===== src/rtl/unit_propagator_if.sv =====
// Queue handshake between the unit propagator (master) and the propagation queue (slave).
// The propagator pops literals from the queue head and pushes implied literals back.
interface unit_propagator_if #(
    parameter int LIT_WIDTH = 6
);
    logic                 q_empty;
    logic                 q_full;
    logic [LIT_WIDTH-1:0] q_dout;
    logic                 q_pop;
    logic                 q_push;
    logic [LIT_WIDTH-1:0] q_din;

    modport master (
        input  q_empty, q_full, q_dout,
        output q_pop, q_push, q_din
    );

    modport slave (
        output q_empty, q_full, q_dout,
        input  q_pop, q_push, q_din
    );
endinterface


===== src/rtl/unit_propagator.sv =====
// Boolean unit propagator: pops a literal, assigns it, then scans every clause once,
// pushing implied unit literals back to the queue or flagging a conflict.
//
// state    | meaning
// IDLE     | waiting for a literal on the queue (blocked once a conflict is flagged)
// CHECK    | compare popped literal against the assignment; assign it if free
// SCAN     | evaluate one clause per cycle, push units, stall while queue is full
// CONFLICT | terminal until reset
module unit_propagator #(
    parameter int LIT_WIDTH   = 6,
    parameter int NUM_CLAUSES = 64,
    localparam int NV  = 2 ** (LIT_WIDTH - 1),
    localparam int CIW = $clog2(NUM_CLAUSES),
    localparam int SW  = LIT_WIDTH + 1
) (
    input  logic                 clk,
    input  logic                 rst,
    unit_propagator_if.master    io_q,
    input  logic                 i_cl_we,
    input  logic [CIW-1:0]       i_cl_addr,
    input  logic [3*SW-1:0]      i_cl_wdata,
    input  logic [CIW:0]         i_cl_count,
    input  logic [LIT_WIDTH-2:0] i_asg_rd_var,
    output logic                 o_asg_rd_assigned,
    output logic                 o_asg_rd_value,
    output logic                 o_busy,
    output logic                 o_conflict,
    output logic                 o_conflict_src,
    output logic [CIW-1:0]       o_conflict_clause
);

    typedef enum logic [1:0] {IDLE, CHECK, SCAN, CONFLICT} state_t;

    state_t               r_state;
    state_t               w_next;
    logic [3*SW-1:0]      r_clause_mem [NUM_CLAUSES];
    logic [LIT_WIDTH-1:0] r_cur_lit;
    logic [NV-1:0]        r_assigned;
    logic [NV-1:0]        r_value;
    logic [CIW:0]         r_count;
    logic [CIW-1:0]       r_idx;
    logic                 r_conflict;
    logic                 r_conflict_src;
    logic [CIW-1:0]       r_conflict_clause;

    logic [LIT_WIDTH-2:0] w_cur_var;
    logic [3*SW-1:0]      w_cl;
    logic [SW-1:0]        w_slot;
    logic [LIT_WIDTH-2:0] w_var;
    logic                 w_any_true;
    logic [1:0]           w_n_valid;
    logic [1:0]           w_n_unasg;
    logic [LIT_WIDTH-1:0] w_unit_lit;
    logic                 w_all_false;
    logic                 w_unit;
    logic                 w_last;

    logic                 w_pop;
    logic                 w_push;
    logic [LIT_WIDTH-1:0] w_din;
    logic                 w_assign;
    logic                 w_adv;
    logic                 w_dconf;
    logic                 w_cconf;

    assign w_cur_var = r_cur_lit[LIT_WIDTH-1:1];
    assign w_last    = ({1'b0, r_idx} == (r_count - 1'b1));

    // Clause evaluation against the assignment as it stands at the start of this scan.
    always_comb begin
        w_cl       = r_clause_mem[r_idx];
        w_slot     = '0;
        w_var      = '0;
        w_any_true = 1'b0;
        w_n_valid  = '0;
        w_n_unasg  = '0;
        w_unit_lit = '0;
        for (int s = 0; s < 3; s++) begin
            w_slot = w_cl[s*SW +: SW];
            if (w_slot[SW-1]) begin
                w_var     = w_slot[LIT_WIDTH-1:1];
                w_n_valid = w_n_valid + 2'd1;
                if (r_assigned[w_var]) begin
                    if (r_value[w_var] != w_slot[0]) w_any_true = 1'b1;
                end else begin
                    w_n_unasg  = w_n_unasg + 2'd1;
                    w_unit_lit = w_slot[LIT_WIDTH-1:0];
                end
            end
        end
    end

    assign w_all_false = (w_n_valid != 2'd0) && !w_any_true && (w_n_unasg == 2'd0);
    assign w_unit      = !w_any_true && (w_n_unasg == 2'd1);

    always_comb begin
        w_next   = r_state;
        w_pop    = 1'b0;
        w_push   = 1'b0;
        w_din    = '0;
        w_assign = 1'b0;
        w_adv    = 1'b0;
        w_dconf  = 1'b0;
        w_cconf  = 1'b0;
        unique case (r_state)
            IDLE: begin
                if (!io_q.q_empty && !r_conflict) begin
                    w_pop  = 1'b1;
                    w_next = CHECK;
                end
            end
            CHECK: begin
                if (r_assigned[w_cur_var]) begin
                    if (r_value[w_cur_var] != r_cur_lit[0]) begin
                        w_next = IDLE;
                    end else begin
                        w_dconf = 1'b1;
                        w_next  = CONFLICT;
                    end
                end else begin
                    w_assign = 1'b1;
                    w_next   = (i_cl_count == '0) ? IDLE : SCAN;
                end
            end
            SCAN: begin
                if (w_all_false) begin
                    w_cconf = 1'b1;
                    w_next  = CONFLICT;
                end else if (!(w_unit && io_q.q_full)) begin
                    if (w_unit) begin
                        w_push = 1'b1;
                        w_din  = w_unit_lit;
                    end
                    w_adv = 1'b1;
                    if (w_last) w_next = IDLE;
                end
            end
            CONFLICT: begin
                w_next = CONFLICT;
            end
            default: w_next = IDLE;
        endcase
    end

    // Strobes are masked during reset so an in-flight scan is cut off in the same cycle.
    assign io_q.q_pop  = w_pop & ~rst;
    assign io_q.q_push = w_push & ~rst;
    assign io_q.q_din  = rst ? '0 : w_din;

    always_ff @(posedge clk) begin
        if (rst) begin
            r_state           <= IDLE;
            r_cur_lit         <= '0;
            r_assigned        <= '0;
            r_value           <= '0;
            r_count           <= '0;
            r_idx             <= '0;
            r_conflict        <= 1'b0;
            r_conflict_src    <= 1'b0;
            r_conflict_clause <= '0;
        end else begin
            r_state <= w_next;
            if (w_pop) r_cur_lit <= io_q.q_dout;
            if (w_assign) begin
                r_assigned[w_cur_var] <= 1'b1;
                r_value[w_cur_var]    <= ~r_cur_lit[0];
                r_count               <= i_cl_count;
                r_idx                 <= '0;
            end
            if (w_adv) r_idx <= r_idx + 1'b1;
            if (w_dconf) begin
                r_conflict     <= 1'b1;
                r_conflict_src <= 1'b1;
            end
            if (w_cconf) begin
                r_conflict        <= 1'b1;
                r_conflict_src    <= 1'b0;
                r_conflict_clause <= r_idx;
            end
        end
    end

    // Clause memory is not reset; it survives a reset of the propagation state.
    always_ff @(posedge clk) begin
        if (i_cl_we && (r_state == IDLE)) r_clause_mem[i_cl_addr] <= i_cl_wdata;
    end

    assign o_asg_rd_assigned = r_assigned[i_asg_rd_var];
    assign o_asg_rd_value    = r_value[i_asg_rd_var];
    assign o_busy            = (r_state != IDLE);
    assign o_conflict        = r_conflict;
    assign o_conflict_src    = r_conflict_src;
    assign o_conflict_clause = r_conflict_clause;

endmodule


===== src/flat_wrapper.sv =====
// flat-port wrapper written by rule: the top's interface ports become plain ports
module unit_propagator_flat 
#(
    parameter int LIT_WIDTH   = 6,
    parameter int NUM_CLAUSES = 64,
    localparam int NV  = 2 ** (LIT_WIDTH - 1),
    localparam int CIW = $clog2(NUM_CLAUSES),
    localparam int SW  = LIT_WIDTH + 1
)
  (clk, rst, i_cl_we, i_cl_addr, i_cl_wdata, i_cl_count, i_asg_rd_var, o_asg_rd_assigned, o_asg_rd_value, o_busy, o_conflict, o_conflict_src, o_conflict_clause, io_q_q_empty, io_q_q_full, io_q_q_dout, io_q_q_pop, io_q_q_push, io_q_q_din);
  unit_propagator_if #(.LIT_WIDTH(LIT_WIDTH)) io_q_i ();
  input  logic clk;
  input  logic rst;
  input  logic i_cl_we;
  input  logic [CIW-1:0] i_cl_addr;
  input  logic [3*SW-1:0] i_cl_wdata;
  input  logic [CIW:0] i_cl_count;
  input  logic [LIT_WIDTH-2:0] i_asg_rd_var;
  output logic o_asg_rd_assigned;
  output logic o_asg_rd_value;
  output logic o_busy;
  output logic o_conflict;
  output logic o_conflict_src;
  output logic [CIW-1:0] o_conflict_clause;
  input wire logic [$bits(io_q_i.q_empty)-1:0] io_q_q_empty;
  input wire logic [$bits(io_q_i.q_full)-1:0] io_q_q_full;
  input wire logic [$bits(io_q_i.q_dout)-1:0] io_q_q_dout;
  output wire logic [$bits(io_q_i.q_pop)-1:0] io_q_q_pop;
  output wire logic [$bits(io_q_i.q_push)-1:0] io_q_q_push;
  output wire logic [$bits(io_q_i.q_din)-1:0] io_q_q_din;
  assign io_q_i.q_empty = io_q_q_empty;
  assign io_q_i.q_full = io_q_q_full;
  assign io_q_i.q_dout = io_q_q_dout;
  assign io_q_q_pop = io_q_i.q_pop;
  assign io_q_q_push = io_q_i.q_push;
  assign io_q_q_din = io_q_i.q_din;
  unit_propagator #(.LIT_WIDTH(LIT_WIDTH), .NUM_CLAUSES(NUM_CLAUSES)) u_core (.clk(clk), .rst(rst), .io_q(io_q_i), .i_cl_we(i_cl_we), .i_cl_addr(i_cl_addr), .i_cl_wdata(i_cl_wdata), .i_cl_count(i_cl_count), .i_asg_rd_var(i_asg_rd_var), .o_asg_rd_assigned(o_asg_rd_assigned), .o_asg_rd_value(o_asg_rd_value), .o_busy(o_busy), .o_conflict(o_conflict), .o_conflict_src(o_conflict_src), .o_conflict_clause(o_conflict_clause));
endmodule

===== config.mk =====
export PLATFORM = sky130hd
export DESIGN_NAME = unit_propagator_flat
export DESIGN_NICKNAME = d
export VERILOG_FILES = /design/src/rtl/unit_propagator_if.sv /design/src/rtl/unit_propagator.sv /design/src/flat_wrapper.sv
export SDC_FILE = /design/constraint.sdc
export NUM_CORES = 2
export LEC_CHECK = 0
export BUFFER_PORTS_ARGS = -buffer_cell sky130_fd_sc_hd__buf_4
export CORE_MARGIN = 5
export CORE_UTILIZATION = 57
export DETAILED_ROUTE_END_ITERATION = 10
export GPL_TIMING_DRIVEN = 0
export PLACE_DENSITY = 0.74
export SKIP_LAST_GASP = 1
export SLEW_MARGIN = 20
export SYNTH_ARGS = -nofsm -noshare
export SYNTH_HDL_FRONTEND = slang
export SYNTH_SLANG_ARGS = --single-unit
export TNS_END_PERCENT = 5

===== constraint.sdc =====
create_clock -name clk -period 5.58 [get_ports clk]
set_input_delay 0.558 -clock clk [delete_from_list [all_inputs] [get_ports clk]]
set_output_delay 0.558 -clock clk [all_outputs]
set_load 0.005 [all_outputs]

# Yosys cells after proc, flatten, opt, wreduce, memory -nomap -nowiden
# Memory sizes are Yosys's and may differ from the RTL's. A register that Yosys moved wholly into a read port is not among the register bits.
# Cells that the tools add are included.
# W data, S select, Z words.
[word_totals] word_cells=142 register_bits=93 ramBits=1344 memories=1 inputBits=50
[mem_list] name="u_core.r_clause_mem" depth=64 width=21 read_ports=1 rd_clocked_by_memory_dff=1 write_ports=1 line_no="unit_propagator.sv:36" text="logic [3*SW-1:0] r_clause_mem [NUM_CLAUSES];"
[classes] add_sub_neg=6 n_lt_le_gt_ge=6 muxes=84 eq_ne=12 n_reduce_logical=19 bitwise_logic=5
[ops] op="$mux W6" count=15
[ops] op="$bmux W1 S5" count=10
[ops] op="$mux W1" count=42
[ops] op="$bwmux W32" count=1
[ops] op="$or A32 B32 Y32" count=1
[ops] op="$lt A5 B6 Y1 const B" count=5
[ops] op="$mux W2" count=14
[ops] op="$pmux W2 S4" count=1
[ops] op="$reduce_bool A2 Y1" count=4
[ops] op="$eq A6 B7 Y1" count=1
[ops] op="$logic_and A1 B1 Y1" count=7
[ops] op="$logic_not A7 Y1" count=1
[ops] op="$sub A7 B1 Y7 const B" count=1
[ops] op="$add A2 B1 Y2 const B" count=3
[ops] op="$add A6 B1 Y6 const B" count=1
[ops] op="$demux W1 S5" count=1
[ops] op="$ge A5 B1 Y1 const B" count=1
[ops] op="$eq A2 B1 Y1 const B" count=2
[ops] op="$eq A2 B2 Y1 const B" count=2
[ops] op="$logic_not A2 Y1" count=2
[ops] op="$ne A1 B1 Y1" count=4
[ops] op="$logic_not A1 Y1" count=3
[ops] op="$ne A3 B1 Y1 const B" count=1
[ops] op="$ne A3 B2 Y1 const B" count=1
[ops] op="other kinds (6)" count=8

# Logic depth before layout (Yosys ltp)
[depth] word_depth=21 mapped_depth=26

# Worst setup path before layout
# OpenSTA, ideal clock, no wires.
[synth_path] path_kind="reg2out" start="register with a tool-made name" end="output io_q_q_din[1]" arrival_ns=5.217 stages_incl_launch_ff=20 slack_ns=-0.195 t_required_ns=5.022 path_cell_list="dfxtp_1 -> buf_6 -> buf_6 -> buf_6 -> buf_6 -> mux4_2 -> a211oi_1 -> nand3_1 -> mux2i_4 -> buf_4 -> mux4_2 -> a22oi_1 -> o41ai_2 -> a211oi_4 -> ha_1 -> or3_1 -> a211o_1 -> a2111oi_0 -> nand2b_1 -> a211oi_1"
[synth_lines] item="to (decl)" line_no="flat_wrapper.sv:30" text="output wire logic [$bits(io_q_i.q_din)-1:0] io_q_q_din;"

==> flow_metrics.tcl <==
set metrics [dict create \
    fillCellCount 6337 \
    total_power_mw 26.6 \
    r2r_cells 21 \
    grt_usage 0.372 \
    start_util 0.572 \
    synth_area_mm2 0.0599 \
    syn_nets 3383 \
    intPower_mw 19.6 \
    wl_met3_um 27600 \
    layout_common_cells "1344 x edfxtp_1, 316 x mux4_2, 280 x mux2i_1, 191 x buf_4, 167 x nor2_1" \
    die_area_mm2 0.112 \
    ys.warnings.count 0 \
    path_max_fanout 10 \
    p_switching_mw 6.96 \
    antenna_found_initial 6 \
    power_frac_comb 0.181 \
    area_delta_synth_final_pct 20.9 \
    irDropWorstVdd_v 0.000358 \
    gp_congestion 0.977 \
    finalCriticalPeriod_ps 6890 \
    h-tree-depth 4 \
    skew_ps 58.4 \
    grt_pass1_vias 36935 \
    cts_tree "done" \
    placed_area_mm2 0.0651 \
    hold_buffers 0 \
    vias 37839 \
    fp.dieW_um 334 \
    slew_violations 0 \
    cts_root_buffer "clkbuf_16" \
    drt_iter0_drc 6352 \
    finalInstanceArea_mm2 0.0724 \
    status "finished with violations" \
    cap_violations 0 \
    worstMarginPinSlew_ps 1160 \
    drive_gt1_frac 0.297 \
    whs_path_depth 3 \
    port_buffers 63 \
    path_clk_slew_ps 60 \
    yosysSeqAreaShare 0.706 \
    arrival_ps 6330 \
    fin_nets 3810 \
    rsz0062_at_grt "true" \
    power_frac_seq 0.453 \
    routed_wl_um 210000 \
    top_layer_used "met5" \
    ant_nets 0 \
    avgSynthCellArea_um2 18.0 \
    path_class "reg -> out" \
    min_path_type "in -> reg" \
    fin_ws_ps -1310 \
    synth_ff_type "edfxtp_1" \
    drc 0 \
    drt-wirelength-per-cell_um 39.9 \
    critPathRequiredTime_ps 5020 \
    synth.distinct_cells 99 \
    power.leakage_nw 22.6 \
    dp_slack_ps -2290 \
    final_util 0.691 \
    p_clk_frac 0.366 \
    clkLatencyLatePin_ps 820 \
    rows 119 \
    clock_path_buffers 3 \
    core_area_mm2 0.105 \
    setup_violations 20 \
    start_kind "register" \
    vias_per_cell 7.19 \
    hold_viol 0 \
    cts_buffers 144 \
    slew-limit-headroom 0.227 \
    rrSetupSlack_ps -150 \
    fin_tns_setup_ps -9940 \
    synthArstFlopShare 0 \
    fp.dieH_um 334 \
    failed_checks "setup timing" \
    swShare 0.262 \
    power_density_mw_per_mm2 367 \
    endpoint_kind "primary output" \
    clock-sinks 1443 \
    grt_pass1_wl_um 287000 \
    synth_cells 3328 \
    grt_overflow_total 0 \
    synth-seq-cells 1443 \
    drt-pass1-iter-count 10 \
    fmax_mhz 145 \
    synth_edf_count 1344 \
    drt-met1-wl_um 65900 \
    grt_start_max_net_pins 65 \
    wl_met2_um 95100 \
    io_pins 69 \
    layout_commonest_cell "edfxtp_1" \
    finalCritPeriodShare 1.23 \
    dp_hpwl_um 134000 \
]
cell usage after synthesis, types with 41 or more instances:
library cell | instances | area share
edfxtp_1 | 1344 | 0.67
buf_2 | 43 | 0.0036
a21oi_1 | 63 | 0.0053
o21ai_0 | 41 | 0.0034
a22oi_1 | 100 | 0.013
clkbuf_1 | 70 | 0.0044
nand2_1 | 120 | 0.0075
mux2i_1 | 294 | 0.049
nor2_1 | 243 | 0.015
nand3_1 | 88 | 0.0073
dfxtp_1 | 99 | 0.033
mux4_2 | 316 | 0.12
worst paths after layout:
kind                           from                  end
hold / removal       io_q_q_dout[3]  u_core.r_cur_lit[3]
setup / recovery           register        io_q_q_din[1]
setup reg to reg           register             register
hold reg to reg   u_core.r_count[6]    u_core.r_count[6]
worst max-delay path, cell delays in order (launching register included):
cell and delay (ps):
dfxtp_1 530, buf_4 280, buf_4 250, nand2_2 290, nor2_2 460, a32oi_2 110, nand4_1 120, buf_4 160
mux2i_4 90, buf_6 140, mux4_2 300, a22oi_2 260, o41ai_4 160, a211oi_4 360, ha_4 260, or3_1 340
a211o_1 320, a2111oi_4 440, nand2b_4 130, buf_12 150, a211oi_4 260, buf_4 160
cell families (layout without fill, tap and decap cells):
| family | Yosys count | count (layout) | share of synthesized area |
|---|---|---|---|
| flip-flops | 1443 | 1443 | 0.706 |
| AND/OR/NAND/NOR | 639 | 639 | 0.0515 |
| multiplexers | 630 | 630 | 0.172 |
| AO/OA/AOI/OAI | 379 | 379 | 0.0456 |
| buffers and inverters | 221 | 761 | 0.0219 |
| XOR/XNOR | 11 | 11 | 0.00161 |
| adder cells (fa/ha/maj) | 5 | 5 | 0.00104 |
| other | 0 | 6 | 0 |
power groups by stage:
stage	clock [mW]	combinational, mW	sequential (mW)
2_1_floorplan	0	2.63	12.2
3_3_place_gp	0	3.76	12.3
3_5_place_dp	0	3.89	12.3
4_1_cts	9.68	4.51	12.0
5_1_grt	10.2	4.99	12.0
6_report	9.73	4.81	12.0
flip-flops by register name, summed over array words and instances (netlist names), named ones only:
signal,flops
u_core.r_count,7
u_core.r_clause_mem,1344
u_core.o_conflict_clause,6
u_core.o_conflict,1
u_core.r_state,2
u_core.o_conflict_src,1
u_core.r_idx,6
u_core.r_assigned,32
u_core.r_cur_lit,6
u_core.r_value,32
metrics by stage:
step                hold WS (ps)  cells
global placement             467   4782
detailed placement           473   4877
CTS                         20.1   5213
finish                      49.0   5265
floorplan                    449   3328
global route                45.7   5259
layer usage:
layer / vias up / GRT usage
met5: - / 0
met4: 4 / 0.289
met3: 1070 / 0.112
met2: 3530 / 0.571
met1: 18797 / 0.444
li1: 14438 / -
area by class of cell:
| type | instances | area, um^2 | share of cell area |
|---|---|---|---|
| antenna | 6 | 15.0 | 0.000207 |
| buffer | 184 | 2110 | 0.0292 |
| clock buffer | 188 | 3900 | 0.0539 |
| clock inverter | 71 | 788 | 0.0109 |
| inverter | 31 | 125 | 0.00173 |
| multi-input combinational | 1664 | 17400 | 0.240 |
| sequential | 1443 | 42300 | 0.585 |
| tap | 1391 | 1740 | 0.0240 |
| timing repair buffer | 287 | 4000 | 0.0552 |
what timing repair did:
item / CTS / global route
buffers inserted: 82 / 46
endpoints found under the setup margin: 29 / 29
cloned: 0 / 1
gates resized for setup: 309 / 68
pin swaps: 37 / 29
(Power assumes the default switching activity.)
